[src/rtl/gate_test_pkg.sv]
// Shared constants and state type for the 2-input gate self-test sequencer.
package gate_test_pkg;

  localparam int unsigned STEP_W = 2;

  // Truth tables indexed by step k = {In1,In2}
  localparam logic [3:0] AND_MASK = 4'b1000;
  localparam logic [3:0] OR_MASK  = 4'b1110;
  localparam logic [3:0] XOR_MASK = 4'b0110;

  typedef enum logic [1:0] {
    IDLE = 2'd0,
    RUN  = 2'd1,
    DONE = 2'd2
  } state_t;

endpackage

[src/rtl/switch_debounce.sv]
// Two-flop synchronizer plus stability counter; level follows the raw switch
// only after it has differed from the current level for DEBOUNCE_LIMIT clocks.
module switch_debounce #(
  parameter int unsigned DEBOUNCE_LIMIT = 250_000
) (
  input  logic clk,
  input  logic rst,
  input  logic raw,
  output logic level
);

  localparam int unsigned CNT_W = $clog2(DEBOUNCE_LIMIT + 1);

  logic             sync1;
  logic             sync2;
  logic [CNT_W-1:0] cnt;

  always_ff @(posedge clk) begin
    if (rst) begin
      sync1 <= 1'b0;
      sync2 <= 1'b0;
      cnt   <= '0;
      level <= 1'b0;
    end else begin
      sync1 <= raw;
      sync2 <= sync1;
      // Any return to the accepted level restarts the stability count
      if (sync2 == level) begin
        cnt <= '0;
      end else if (cnt == CNT_W'(DEBOUNCE_LIMIT - 1)) begin
        level <= sync2;
        cnt   <= '0;
      end else begin
        cnt <= cnt + CNT_W'(1);
      end
    end
  end

endmodule

[src/rtl/gate_test_sequencer.sv]
// Steps a 2-input gate through all four input vectors on a debounced start
// press, samples its output at the end of each dwell and reports pass/fail.
module gate_test_sequencer
  import gate_test_pkg::*;
#(
  parameter int unsigned DWELL_CYCLES   = 12_500_000,
  parameter int unsigned DEBOUNCE_LIMIT = 250_000,
  parameter logic [3:0]  EXPECT_MASK    = AND_MASK
) (
  input  logic              i_Clk,
  input  logic              i_Rst,
  input  logic              i_Start,
  input  logic              i_Gate_Out,
  output logic              o_Gate_In1,
  output logic              o_Gate_In2,
  output logic [STEP_W-1:0] o_Step,
  output logic              o_Busy,
  output logic              o_Pass,
  output logic              o_Fail,
  output logic [STEP_W-1:0] o_Fail_Step
);

  localparam int unsigned DWELL_W = $clog2(DWELL_CYCLES);

  state_t              state, state_n;
  logic [STEP_W-1:0]   step_n;
  logic [DWELL_W-1:0]  dwell, dwell_n;
  logic                flag, flag_n;
  logic [STEP_W-1:0]   fail_step_n;
  logic                pass_n, fail_n;
  logic                level, level_q;
  logic                start_evt;
  logic                sample_bad;

  switch_debounce #(
    .DEBOUNCE_LIMIT(DEBOUNCE_LIMIT)
  ) u_debounce (
    .clk  (i_Clk),
    .rst  (i_Rst),
    .raw  (i_Start),
    .level(level)
  );

  assign start_evt = level & ~level_q;

  // Next-state and result bookkeeping
  always_comb begin
    state_n     = state;
    step_n      = o_Step;
    dwell_n     = dwell;
    flag_n      = flag;
    fail_step_n = o_Fail_Step;
    pass_n      = o_Pass;
    fail_n      = o_Fail;
    sample_bad  = 1'b0;
    case (state)
      IDLE, DONE: begin
        if (start_evt) begin
          state_n     = RUN;
          step_n      = '0;
          dwell_n     = '0;
          flag_n      = 1'b0;
          fail_step_n = '0;
          pass_n      = 1'b0;
          fail_n      = 1'b0;
        end
      end
      RUN: begin
        if (dwell == DWELL_W'(DWELL_CYCLES - 1)) begin
          sample_bad = (i_Gate_Out != EXPECT_MASK[o_Step]);
          // Only the first mismatching step is recorded
          if (sample_bad && !flag) begin
            flag_n      = 1'b1;
            fail_step_n = o_Step;
          end
          if (o_Step == STEP_W'(3)) begin
            state_n = DONE;
            pass_n  = ~flag_n;
            fail_n  = flag_n;
          end else begin
            step_n  = o_Step + STEP_W'(1);
            dwell_n = '0;
          end
        end else begin
          dwell_n = dwell + DWELL_W'(1);
        end
      end
      default: state_n = IDLE;
    endcase
  end

  always_ff @(posedge i_Clk) begin
    if (i_Rst) begin
      state       <= IDLE;
      o_Step      <= '0;
      dwell       <= '0;
      flag        <= 1'b0;
      o_Fail_Step <= '0;
      o_Pass      <= 1'b0;
      o_Fail      <= 1'b0;
      o_Busy      <= 1'b0;
      o_Gate_In1  <= 1'b0;
      o_Gate_In2  <= 1'b0;
      level_q     <= 1'b0;
    end else begin
      state       <= state_n;
      o_Step      <= step_n;
      dwell       <= dwell_n;
      flag        <= flag_n;
      o_Fail_Step <= fail_step_n;
      o_Pass      <= pass_n;
      o_Fail      <= fail_n;
      o_Busy      <= (state_n == RUN);
      o_Gate_In1  <= (state_n == RUN) & step_n[1];
      o_Gate_In2  <= (state_n == RUN) & step_n[0];
      level_q     <= level;
    end
  end

endmodule

[config.mk]
export PLATFORM = sky130hd
export DESIGN_NAME = gate_test_sequencer
export DESIGN_NICKNAME = d
export VERILOG_FILES = /design/src/rtl/gate_test_pkg.sv /design/src/rtl/switch_debounce.sv /design/src/rtl/gate_test_sequencer.sv
export SDC_FILE = /design/constraint.sdc
export NUM_CORES = 1
export LEC_CHECK = 0
export BUFFER_PORTS_ARGS = -buffer_cell sky130_fd_sc_hd__buf_2
export CAP_MARGIN = 20
export CORE_MARGIN = 2
export CORE_UTILIZATION = 40
export CTS_CLUSTER_DIAMETER = 150
export DETAILED_ROUTE_END_ITERATION = 12
export PLACE_DENSITY = 0.66
export SYNTH_ARGS = -nofsm -noshare
export SYNTH_HDL_FRONTEND = slang
export SYNTH_SLANG_ARGS = --single-unit
[constraint.sdc]
create_clock -name i_Clk -period 2.2 [get_ports i_Clk]
set_input_delay 0.55 -clock i_Clk [delete_from_list [all_inputs] [get_ports i_Clk]]
set_output_delay 0.55 -clock i_Clk [all_outputs]
set_load 0.02 [all_outputs]
==> flow_summary_export.csv <==
group,metric,value,unit
global_routing,grt_pass1_vias,2157,
setup_path,worst_setup_path_start_kind,"flip-flop",
global_routing,use_met2,25.0,%
setup_path,cp-end-kind,"flip-flop",
route,postRouteAntennaNets,0,
synth,async_flop_share,0,%
global_routing,overflow,0,
finish,antenna_cells,0,
synth,yosys_warnings,0,
global_routing,grt_pass1_wl,10.1,mm
finish,fin_area,0.00333,mm²
route,drc,0,
setup_path,rrSetupSlack,0.10,ns
clocking,cts-htree-levels,3,
global_routing,antenna_found_initial,0,
sta,fin_hold_ws,0.425,ns
min_path,hold_start,"i_Start",
floorplanning,io_pins,13,
sta,worst_slew_pin_slew,0.796,ns
setup_path,path_delay_family,"simple AND/OR/NAND/NOR gates",
synth,syn-cell-area,0.00276,mm²
setup_path,slowest_stage,"or4_1",
floorplanning,start_util,40.9,%
floorplanning,rows,30,
clocking,clkTransAtPathRegs,0.07,ns
synth,yosysSeqAreaShare,42.0,%
clocking,cts_buffers,9,
global_routing,grt_busiest_layer,"met2",
synth,avgSynthCellArea,8.74,µm²
synth,ys_ff_latch,58,
finish,fin_util,49.2,%
floorplanning,coreArea,0.00676,mm²
sta,slew-limit-headroom,47.0,%
sta,fin_crit_sh,95.2,%
route,viasPerCell,5.50,
power_and_ir_drop,p_leak,1.19,nW
sta,rsz0062_at_grt,"true",
setup_path,cp_max_fo,17,
global_routing,grt_max_degree,25,
sta,finalSetupViolations,0,
global_routing,grt_usage,16.9,%
clocking,cts_tree,"done",
sta,fin_tns_setup,0,ns
route,drt_iter0_markers,90,
synth,syn_inst,316,
setup_path,critPathBufInv,2,
flow_run,drv_cap,0,
clocking,post_cts_resized,0,
sta,fin_skew,0.0138,ns
place,gp_congestion,0.871,
global_routing,use_met1,23.7,%
place,port_buffers,12,
place,place_area,0.00308,mm²
route,firstDrtPassIters,4,
setup_path,path_cells,"ha_1 -> nand3_1 -> nor4_1 -> buf_4 -> a21o_2 -> buf_12 -> or4_1 -> a21oi_1",
setup_path,crit_path_max_incr_delay,0.50,ns
floorplanning,die_x,87.1,µm
clocking,ctsHoldBuffers,0,
clocking,cts-root-buf,"clkbuf_8",
clocking,clkLatencyLatePin,0.34,ns
sta,final_max_slew_viol_count,0,
finish,nets,360,
sta,period_needed,2.10,ns
synth,synth_nets,322,
power_and_ir_drop,p_per_area,692,mW/mm²
setup_path,worstSetupStartpoint,"dwell[0]",
floorplanning,die_area,0.00759,mm²
synth,synth-edff-count,0,
setup_path,crit_type,"reg -> reg",
clocking,cts_sinks,58,
route,wirelength,6.01,mm
finish,area_growth,20.4,%
clocking,clockBufferDepth,2,
floorplanning,die_y,87.1,µm
power_and_ir_drop,irDropWorstVdd,312,µV
finish,drive_gt1_share,18.1,%
synth,synth_cell_types,53,
sta,hold_viol,0,
setup_path,cp.required,2.47,ns
route,routedWlPerCell,13.7,µm
setup_path,arrival,2.37,ns
global_routing,grtUsageMet3,3.41,%
power_and_ir_drop,p_total,2.30,mW
outcome,status,"finished, final reports clean",
clocking,postCtsSetupBuffers,0,
place,dpl.hpwl,4.14,mm
min_path,hp-class,"in -> reg",
synth,synth_ff_type,"dfxtp_1",
setup_path,reg2reg_from,"dwell[0]",
route,vias,2413,
sta,fmax,477,MHz
-- worst paths after layout --
check	end	cells after the start
setup reg to reg	dwell[17]	8
hold / removal	u_debounce.sync1	2
hold reg to reg	u_debounce.sync2	1
setup / recovery	dwell[17]	8
-- sequential cells by signal, indices dropped and copies added (netlist names) --
name and flops:
dwell 24, u_debounce.cnt 18, o_Fail_Step 2, o_Step 2, state 2, flag 1
level_q 1, o_Busy 1, o_Fail 1, o_Gate_In1 1, o_Gate_In2 1, o_Pass 1
u_debounce.level 1, u_debounce.sync1 1, u_debounce.sync2 1
-- metrics by stage --
| stage | instances | setup slack [ns] |
|---|---|---|
| 2_1_floorplan | 316 | 0.117 |
| 3_3_place_gp | 423 | 0.166 |
| 3_5_place_dp | 423 | 0.109 |
| 4_1_cts | 439 | 0.100 |
| 5_1_grt | 439 | -0.0183 |
| 6_report | 439 | 0.105 |
-- kinds of logic (layout without fill, tap and decap cells) --
logic type	Yosys count	after routing	share of synthesized area, %
fa+ha+maj	2	2	0.906
compound gates	52	52	12.7
mux	7	7	2.54
simple gates	156	156	31.3
buf+inv	18	61	3.22
flops	58	58	42.0
xor+xnor	23	23	7.29
-- area by class of cell --
cell class | instances | area [µm²]
Inverter | 6 | 22.5
Tap cell | 80 | 100
Timing Repair Buffer | 39 | 288
Clock buffer | 9 | 124
Multi-Input combinational cell | 240 | 1510
Clock inverter | 7 | 118
Fill cell | 636 | 3430
Sequential cell | 58 | 1160
-- where the power goes --
| part | switching [mW] | internal (mW) |
|---|---|---|
| clock network | 0.460 | 0.749 |
| registers | 0.00114 | 1.05 |
| logic | 0.0231 | 0.0168 |
| total | 0.484 | 1.82 |
-- cell usage after synthesis, drive strengths merged, types with 8 or more instances --
library cell  number  share of area, %
or4                8               2.2
nand2             30               4.2
xor2              13               4.1
xnor2             10               3.2
nor3              11               2.4
nand4             10               2.3
a21oi             18               3.3
nand3             15               2.9
nor2              36               4.9
dfxtp             58                42
-- metal layers --
layer | routed length [µm] | vias to the layer above
li1 | - | 1216
met1 | 3000 | 1150
met2 | 2730 | 39
met3 | 184 | 8
met4 | 91 | 0
met5 | 0 | -
-- placed cells by master (no fill, tap or decap), types with 6 or more instances in the layout --
master / instances
nand2b_1: 6
o31ai_1: 6
or3_1: 7
and3_1: 7
xnor2_1: 10
xor2_1: 13
inv_1: 6
clkbuf_8: 9
a21oi_1: 18
or4_1: 8
buf_4: 25
nand3_1: 14
buf_2: 12
nand2_1: 29
nand4_1: 10
nor2_1: 36
nor3_1: 9
dfxtp_1: 58
mux2i_1: 7
Note: power is estimated with default switching activity, not from simulation.
